==> config.mk <==
export PLATFORM = sky130hd
export DESIGN_NAME = ram_stream_fifo
export DESIGN_NICKNAME = d
export VERILOG_FILES = /design/src/rtl/ram_stream_fifo_pkg.sv /design/src/rtl/ram_stream_fifo_out_stage.sv /design/src/rtl/ram_stream_fifo.sv
export SDC_FILE = /design/constraint.sdc
export NUM_CORES = 1
export LEC_CHECK = 0
export BUFFER_PORTS_ARGS = -buffer_cell sky130_fd_sc_hd__buf_2
export CAP_MARGIN = 10
export CELL_PAD_IN_SITES_DETAIL_PLACEMENT = 0
export CELL_PAD_IN_SITES_GLOBAL_PLACEMENT = 1
export CORE_ASPECT_RATIO = 1.75
export CORE_MARGIN = 2
export CORE_UTILIZATION = 38
export DETAILED_ROUTE_END_ITERATION = 8
export PLACE_DENSITY_LB_ADDON = 0.12
export SKIP_CTS_REPAIR_TIMING = 1
export SYNTH_ARGS = -nofsm -noshare
export SYNTH_HDL_FRONTEND = slang
export SYNTH_SLANG_ARGS = --single-unit
==> constraint.sdc <==
create_clock -name clock -period 5.32 [get_ports clock]
set_input_delay 0 -clock clock [delete_from_list [all_inputs] [get_ports clock]]
set_output_delay 0 -clock clock [all_outputs]
set_load 0.01 [all_outputs]
==> src/rtl/ram_stream_fifo_pkg.sv <==
// Shared constants and width helpers for the RAM-backed streaming FIFO.
package ram_stream_fifo_pkg;

  // Entries in the output skid stage (head + spare).
  localparam int unsigned STAGE_DEPTH = 2;

  // ram_count spans 0..DEPTH, so it needs one bit more than the address.
  function automatic int unsigned ram_count_width(input int unsigned addr_width);
    return addr_width + 1;
  endfunction

  // Occupancy spans 0..DEPTH+STAGE_DEPTH.
  function automatic int unsigned occupancy_width(input int unsigned addr_width);
    return addr_width + 2;
  endfunction

endpackage

==> src/rtl/ram_stream_fifo_out_stage.sv <==
// Two-entry in-order skid stage: head register presented downstream, spare
// register absorbing the word returning from the RAM while the head stalls.
module fifo_out_stage
  import ram_stream_fifo_pkg::*;
#(
  parameter int unsigned DATA_WIDTH = 32
) (
  input  logic                  clock,
  input  logic                  reset,
  input  logic                  clear,
  input  logic                  push,
  input  logic [DATA_WIDTH-1:0] push_data,
  input  logic                  pop,
  output logic [1:0]            count,
  output logic [DATA_WIDTH-1:0] head
);

  localparam logic [1:0] STAGE_FULL = 2'(STAGE_DEPTH);

  logic [1:0]            count_q, count_d;
  logic [DATA_WIDTH-1:0] head_q, head_d;
  logic [DATA_WIDTH-1:0] spare_q, spare_d;
  logic                  pop_ok;

  assign pop_ok = pop && (count_q != 2'd0);
  assign count  = count_q;
  assign head   = head_q;

  // Next-state: shift spare into head on pop, land the pushed word in the
  // first free slot behind whatever remains.
  always_comb begin
    count_d = count_q;
    head_d  = head_q;
    spare_d = spare_q;
    if (clear) begin
      count_d = 2'd0;
      head_d  = '0;
      spare_d = '0;
    end else if (pop_ok) begin
      if (count_q == STAGE_FULL) begin
        head_d = spare_q;
        if (push) spare_d = push_data;
        else      count_d = 2'd1;
      end else begin
        if (push) head_d  = push_data;
        else      count_d = 2'd0;
      end
    end else if (push) begin
      if (count_q == 2'd0) begin
        head_d  = push_data;
        count_d = 2'd1;
      end else begin
        spare_d = push_data;
        count_d = STAGE_FULL;
      end
    end
  end

  // Stage registers with synchronous active-low reset.
  always_ff @(posedge clock) begin
    if (!reset) begin
      count_q <= 2'd0;
      head_q  <= '0;
      spare_q <= '0;
    end else begin
      count_q <= count_d;
      head_q  <= head_d;
      spare_q <= spare_d;
    end
  end

endmodule

==> src/rtl/ram_stream_fifo.sv <==
// Streaming FIFO controller wrapped around an external simple dual-port RAM.
// Handshakes: a word moves on a rising edge when valid && ready are both high
// in that cycle; valid never waits on ready, and in_ready is a function of
// registered state, reset and flush only (no path from out_ready).
module ram_stream_fifo
  import ram_stream_fifo_pkg::*;
#(
  parameter int unsigned DATA_WIDTH = 32,
  parameter int unsigned ADDR_WIDTH = 8
) (
  input  logic                                  clock,
  input  logic                                  reset,
  input  logic                                  flush,
  input  logic [DATA_WIDTH-1:0]                 in_data,
  input  logic                                  in_valid,
  output logic                                  in_ready,
  output logic [DATA_WIDTH-1:0]                 out_data,
  output logic                                  out_valid,
  input  logic                                  out_ready,
  output logic [occupancy_width(ADDR_WIDTH)-1:0] occupancy,
  output logic                                  full,
  output logic                                  empty,
  output logic                                  ram_we,
  output logic [ADDR_WIDTH-1:0]                 ram_addr_a,
  output logic [DATA_WIDTH-1:0]                 ram_data_a,
  output logic                                  ram_en_b,
  output logic [ADDR_WIDTH-1:0]                 ram_addr_b,
  input  logic [DATA_WIDTH-1:0]                 ram_data_b
);

  localparam int unsigned CW = ram_count_width(ADDR_WIDTH);
  localparam int unsigned OW = occupancy_width(ADDR_WIDTH);
  localparam logic [CW-1:0] DEPTH_C = {1'b1, {ADDR_WIDTH{1'b0}}};
  localparam logic [2:0]    STAGE_LIMIT = 3'(STAGE_DEPTH);

  logic [ADDR_WIDTH-1:0] wr_ptr_q, wr_ptr_d;
  logic [ADDR_WIDTH-1:0] rd_ptr_q, rd_ptr_d;
  logic [CW-1:0]         ram_count_q, ram_count_d;
  logic                  inflight_q, inflight_d;

  logic                  run;
  logic                  ram_full;
  logic                  accept;
  logic                  pop;
  logic                  issue;
  logic                  stage_push;
  logic [1:0]            stage_count;
  logic [DATA_WIDTH-1:0] stage_head;
  logic [2:0]            stage_pending;

  // Normal operation only when out of reset and not flushing.
  assign run      = reset && !flush;
  assign ram_full = (ram_count_q == DEPTH_C);
  assign in_ready = run && !ram_full;
  assign accept   = in_valid && in_ready;

  assign out_valid = reset && (stage_count != 2'd0);
  assign out_data  = reset ? stage_head : '0;
  assign pop       = out_valid && out_ready;

  // Words the stage will hold next cycle if nothing new is issued; a read
  // may go out only if its return is guaranteed a free slot.
  assign stage_pending = {1'b0, stage_count} + {2'b00, inflight_q} - {2'b00, pop};
  assign issue         = run && (ram_count_q != '0) && (stage_pending < STAGE_LIMIT);

  // A flush or reset cycle discards the word coming back from the RAM.
  assign stage_push = run && inflight_q;

  assign ram_we     = accept;
  assign ram_addr_a = wr_ptr_q;
  assign ram_data_a = in_data;
  assign ram_en_b   = issue;
  assign ram_addr_b = rd_ptr_q;

  assign occupancy = reset ? (OW'(ram_count_q) + OW'(inflight_q) + OW'(stage_count)) : '0;
  assign full      = reset && ram_full;
  assign empty     = (occupancy == '0);

  // Pointer and count bookkeeping; pointers wrap naturally at DEPTH.
  always_comb begin
    wr_ptr_d    = wr_ptr_q;
    rd_ptr_d    = rd_ptr_q;
    ram_count_d = ram_count_q;
    inflight_d  = 1'b0;
    if (!run) begin
      wr_ptr_d    = '0;
      rd_ptr_d    = '0;
      ram_count_d = '0;
    end else begin
      if (accept) wr_ptr_d = wr_ptr_q + 1'b1;
      if (issue)  rd_ptr_d = rd_ptr_q + 1'b1;
      if (accept && !issue) ram_count_d = ram_count_q + 1'b1;
      if (issue && !accept) ram_count_d = ram_count_q - 1'b1;
      inflight_d = issue;
    end
  end

  // Controller registers with synchronous active-low reset.
  always_ff @(posedge clock) begin
    if (!reset) begin
      wr_ptr_q    <= '0;
      rd_ptr_q    <= '0;
      ram_count_q <= '0;
      inflight_q  <= 1'b0;
    end else begin
      wr_ptr_q    <= wr_ptr_d;
      rd_ptr_q    <= rd_ptr_d;
      ram_count_q <= ram_count_d;
      inflight_q  <= inflight_d;
    end
  end

  fifo_out_stage #(
    .DATA_WIDTH (DATA_WIDTH)
  ) u_out_stage (
    .clock     (clock),
    .reset     (reset),
    .clear     (flush),
    .push      (stage_push),
    .push_data (ram_data_b),
    .pop       (pop),
    .count     (stage_count),
    .head      (stage_head)
  );

endmodule

=== Word-level counts from Yosys, hierarchy flattened ===
Cells that the tools add are included.
Widths: inputs -> output; s select.

* Input bits: 69
* Word-level logic and storage cells: 71
* Bits in registers: 92
* Output and inout port bits: 96

* Equality and inequality tests: 6
* Magnitude comparators: 1
* Reduce and logical (&&, ||, !) cells: 29
* $add $sub $neg: 8
* Bitwise logic cells: 1
* Mux-type cells: 19

{| class="wikitable"
|+ Operators with widths
! cell !! count
|-
| $mux 32 || 10
|-
| $mux 9 || 2
|-
| $add 8x1->8 const B || 2
|-
| $logic_and 1x1->1 || 12
|-
| $mux 2 || 6
|-
| $add 10x2->10 || 1
|-
| $add 9x1->10 || 1
|-
| $logic_not 10->1 || 1
|-
| $mux 10 || 1
|-
| $reduce_bool 2->1 || 5
|-
| $add 9x1->9 const B || 1
|-
| $eq 9x9->1 const B || 1
|-
| $reduce_bool 9->1 || 1
|-
| $sub 9x1->9 const B || 1
|-
| $ne 2x2->1 const B || 3
|-
| $logic_not 1->1 || 4
|-
| $reduce_and 2->1 || 2
|-
| $reduce_and 4->1 || 1
|-
| $add 2x1->3 || 1
|-
| $lt 3x2->1 const B || 1
|-
| $reduce_and 3->1 || 1
|-
| $sub 3x1->3 || 1
|-
| $eq 2x2->1 const B || 1
|-
| $logic_not 2->1 || 1
|-
| 3 further kinds || 3
|}

=== Depth between registers and ports, before layout ===
* Depth in word-level cells: 10
* Depth in mapped cells: 15
* Mapped depth without buffers: 13

=== Modules after synthesis ===
A second synthesis with hierarchy kept.

* Cells, all modules: 601
* Area total of the unflattened synthesis: 5245.0 µm²

{| class="wikitable"
|+ Modules (own cells, without submodules)
! module !! instances !! cells an instance !! sequential area each (µm²) !! area each (µm²)
|-
| fifo_out_stage || 1 || 312 || 1321.3 || 2964.1
|-
| ram_stream_fifo || 1 || 289 || 520.5 || 2280.9
|}

=== Least setup slack after synthesis ===
Ideal clock, no wire load.

* Path type: flip-flop to flip-flop
* Start point: reg u_out_stage.count_q[1] (netlist: u_out_stage.count[1])
* End point: reg ram_count_q[3]
* Setup time: 0.070 ns
* Setup slack: 1.422 ns
* Cell stages (with the launch flop): 16
* Required time: 5.250 ns
* Buffers on the path: 2
* Data arrival time: 3.827 ns
* Cells stage by stage: dfxtp_1 -> buf_2 -> o211a_4 -> ha_1 -> nand2b_1 -> fa_1 -> xnor2_1 -> nand3_1 -> buf_2 -> nor2_1 -> ha_1 -> ha_1 -> a211o_1 -> and2_1 -> or3_1 -> a21oi_1

* Longest elaborated chain between the ends: 9
* Elaborated cells on any way between the ends: 12
* Those cells by class: 2 x add/sub; 1 x order compare; 1 x mux; 8 x reduce/logical

{| class="wikitable"
|+ Ends and longest elaborated chain
! element !! line !! text
|-
| start: declaration || ram_stream_fifo_out_stage.sv:20 || <nowiki>logic [1:0] count_q, count_d;</nowiki>
|-
| start signal: assignment || ram_stream_fifo_out_stage.sv:66 || <nowiki>count_q <= count_d;</nowiki>
|-
| parallel branches: the longest is 3 deep, another holds $add 2x1->3 || -- ||
|-
| $sub 3x1->3 (*) || ram_stream_fifo.sv:63 || <nowiki>assign stage_pending = {1'b0, stage_count} + {2'b00, inflight_q} - {2'b00, pop};</nowiki>
|-
| $lt 3x2->1 (*) || ram_stream_fifo.sv:64 || <nowiki>assign issue = run && (ram_count_q != '0) && (stage_pending < STAGE_LIMIT);</nowiki>
|-
| $logic_and 1x1->1 (*) || ram_stream_fifo.sv:64 ||
|-
| named net ram_en_b || ram_stream_fifo.sv:26 || <nowiki>output logic ram_en_b,</nowiki>
|-
| $logic_not 1->1 || ram_stream_fifo.sv:92 || <nowiki>if (accept && !issue) ram_count_d = ram_count_q + 1'b1;</nowiki>
|-
| $logic_and 1x1->1 || ram_stream_fifo.sv:92 ||
|-
| $reduce_bool 2->1 (no line) || -- ||
|-
| end signal: assignment || ram_stream_fifo.sv:108 || <nowiki>ram_count_q <= ram_count_d;</nowiki>
|-
| end: declaration || ram_stream_fifo.sv:38 || <nowiki>logic [CW-1:0] ram_count_q, ram_count_d;</nowiki>
|}

Mark *: on every way through the listed nets, which the timed path passes.
A chain may end at the register's enable or synchronous reset.

=== Worst setup path in the final report ===
* Start point: reg u_out_stage.count_q[1] (netlist: u_out_stage.count[1])
* End point: reg ram_count_q[3]

* Longest elaborated chain between the ends: 9
* Elaborated cells on any way between the ends: 12
* Those cells by class: 2 x add/sub; 1 x order compare; 1 x mux; 8 x reduce/logical

{| class="wikitable"
|+ Ends and longest elaborated chain
! element !! line
|-
| parallel branches: the longest is 3 deep, another holds $add 2x1->3 || --
|-
| $sub 3x1->3 (*) || ram_stream_fifo.sv:63
|-
| $lt 3x2->1 (*) || ram_stream_fifo.sv:64
|-
| $logic_and 1x1->1 (*) || ram_stream_fifo.sv:64
|-
| $logic_not 1->1 || ram_stream_fifo.sv:92
|-
| $logic_and 1x1->1 || ram_stream_fifo.sv:92
|-
| $reduce_bool 2->1 (no line) || --
|}

Mark *: on every way between the ends.

==> flow_metrics.env <==
export IMPL_start_kind="flop"
export IMPL_slew_limit_headroom=0.1844
export IMPL_drc=0
export IMPL_antenna_found_initial=2
export IMPL_vias=5127
export IMPL_synth_distinct_cells=67
export IMPL_clockBufferDepth=2
export IMPL_dieArea_sq_um=15800
export IMPL_final_area_sq_um=6534
export IMPL_ios=165
export IMPL_critPathBufInv=0
export IMPL_routed_via_density=5.653
export IMPL_globalplace_congestion=0.8362
export IMPL_synthesis_area_sq_um=5615
export IMPL_cts_buffers=9
export IMPL_ir_drop_mv=0.1741
export IMPL_p_leak_nw=2.962
export IMPL_fin_crit_sh=0.8283
export IMPL_dpl_cell_area_sq_um=5892
export IMPL_hold_violations=0
export IMPL_cap_violations=0
export IMPL_wl_per_cell_microns=17.29
export IMPL_clock_latency_ns=0.35
export IMPL_period_needed_ns=4.407
export IMPL_clock_fmax_mhz=226.9
export IMPL_slew_viol_final=0
export IMPL_ys_async_sr_fraction=0
export IMPL_end_kind="flop"
export IMPL_arrival_ns=4.67
export IMPL_cp_slowest_cell="dfxtp_1"
export IMPL_synth_ff_type="dfxtp_1"
export IMPL_path_max_fanout=13
export IMPL_fin_worst_skew_ns=0.009803
export IMPL_final_nets=807
export IMPL_path_common_cell="ha_1"
export IMPL_final_util=0.4524
export IMPL_powerDensity_nw_per_um2=229.2
export IMPL_area_growth_pct=16.35
export IMPL_drt_wl_total_microns=15680
export IMPL_layout_setup_ws_ns=0.9133
export IMPL_overflow=0
export IMPL_drive_gt1_frac=0.1887
export IMPL_critPathKind="flop to flop"
export IMPL_drtAntennaViolNets=0
export IMPL_cp_slowest_stage_delay_ns=0.63
export IMPL_hpwl_microns=10040
export IMPL_rsz0062_at_grt="false"
export IMPL_ys_ff_latch=92
export IMPL_coreArea_sq_um=14440
export IMPL_cts_root_buf="clkbuf_16"
export IMPL_synth_area_leaders="dfxtp_1 33%, mux2i_1 7.0%, buf_4 5.3%"
export IMPL_finalSetupTns_ns=0
export IMPL_tightestPinTransition_ns=1.223
export IMPL_grt_max_degree=87
export IMPL_die_y_microns=164.8
export IMPL_clkTransAtPathRegs_ns=0.07
export IMPL_p_total_w=0.001497
export IMPL_synth_largest_area_cell="dfxtp_1"
export IMPL_port_buffer_count=100
export IMPL_synth_common_cells="92 x dfxtp_1, 49 x nand2_1, 48 x nand3_1, 46 x a21oi_1, 40 x buf_4"
export IMPL_synthCells=661
export IMPL_ys_warnings_count=0
export IMPL_synth_most_common_cell="dfxtp_1"
export IMPL_grt_first_pass_wirelength_microns=24470
export IMPL_drt_iter0_markers=196
export IMPL_syn_nets=747
export IMPL_outcome="finished, final reports clean"
export IMPL_die_x_microns=95.89
export IMPL_cts_tree="yes"
export IMPL_path_delay_family="adder cells"
export IMPL_setup_viol=0
export IMPL_avgSynthCellArea_sq_um=8.495
export IMPL_grt_pass1_vias=4698
export IMPL_path_cells="o211a_4 -> ha_1 -> nand2b_1 -> fa_1 -> xnor2_1 -> nand3_1 -> nor2_1 -> ha_1 -> ha_1 -> a211o_1 -> and2_1 -> or3_1 -> a21oi_1"
export IMPL_ys_seq_area_frac=0.3280
export IMPL_synth_top_cell_area_share=0.3280
export IMPL_grtUsageTotal=0.1967
export IMPL_htree_levels=3
export IMPL_worstHoldPathType="input pin to primary output"
export IMPL_required_ns=5.58
export IMPL_dp_slack_ns=0.9020
export IMPL_start_util=0.3888
export IMPL_fp_row_count=58
export IMPL_cts_sinks=92
export IMPL_drtPass1Iterations=4
export IMPL_synth_edf_count=0
cells in the final DEF (no fill, tap or decap), types with 3 or more instances in the layout:
master / netlist / routed
a211o_1: 33 / 33
a211oi_1: 6 / 6
a21o_1: 3 / 3
a21oi_1: 46 / 46
a311oi_1: 3 / 3
and2_1: 38 / 38
and3_1: 5 / 5
buf_2: 22 / 100
buf_4: 40 / 6
clkbuf_16: 0 / 9
dfxtp_1: 92 / 92
dlygate4sd3_1: 0 / 32
fa_1: 4 / 4
ha_1: 13 / 13
inv_1: 11 / 11
mux2i_1: 39 / 39
nand2_1: 49 / 49
nand2b_1: 8 / 7
nand3_1: 48 / 48
nand3b_1: 3 / 3
nand4_1: 37 / 37
nor2_1: 17 / 17
nor3_1: 3 / 3
o211ai_1: 4 / 4
o21a_1: 4 / 4
o21ai_0: 36 / 36
o311ai_0: 4 / 4
o31ai_1: 3 / 3
o41ai_1: 3 / 3
or3_1: 3 / 3
or4_1: 4 / 4
xnor2_1: 8 / 8
xor2_1: 3 / 3
power breakdown:
group | internal, W | leakage [nW] | switching (W)
Sequential | 0.000690 | 0.741 | 0.00000411
Combinational | 0.0000464 | 2.07 | 0.0000647
Clock | 0.000396 | 0.154 | 0.000296
area by class of cell:
cell class	instances	area, sq um
flip-flops and latches	92	1842
repair buffers	138	865.8
clock buffers	11	252.7
well taps	180	225.2
inverters	13	48.80
diodes	1	2.502
multi-input cells	467	3231
clock inverters	5	66.31
fillers	1447	7908
cell families after synthesis:
kind of cell | Yosys count | synth area share
simple gates | 239 | 0.2473
compound gates | 161 | 0.1936
buf+inv | 102 | 0.1012
flops | 92 | 0.3280
mux | 39 | 0.06952
fa+ha+maj | 17 | 0.04323
xor+xnor | 11 | 0.01716
through the flow:
step	hold slack [ns]	instances
2_1_floorplan	0.09177	661
3_5_place_dp	0.00006862	858
4_1_cts	-0.09261	874
6_report	0.000004463	907
3_3_place_gp	0.00006862	858
5_1_grt	0.00001846	907
per-layer routing:
layer / wire length [microns] / GRT usage / vias up
li1: - / - / 2517
met1: 6545 / 0.2298 / 2480
met2: 8334 / 0.3582 / 110
met3: 611 / 0.04015 / 18
met4: 175 / 0.05065 / 2
met5: 13 / 0 / -
registers in the layout (all words and copies together), names as in the netlist:
signal and flops:
u_out_stage.head 32, u_out_stage.spare_q 32, ram_count_q 9, ram_addr_a 8
ram_addr_b 8, u_out_stage.count 2, inflight_q 1
worst paths after layout:
path                              from                   end  slack [ns]  cells after the start
setup reg to reg  u_out_stage.count[1]        ram_count_q[3]        0.91                     13
hold / removal              in_data[7]         ram_data_a[7]    0.000004                      0
setup / recovery  u_out_stage.count[1]        ram_count_q[3]        0.91                     13
hold reg to reg   u_out_stage.head[20]  u_out_stage.head[20]        0.45                      2
No activity file was read; power rests on OpenSTA's default activity.
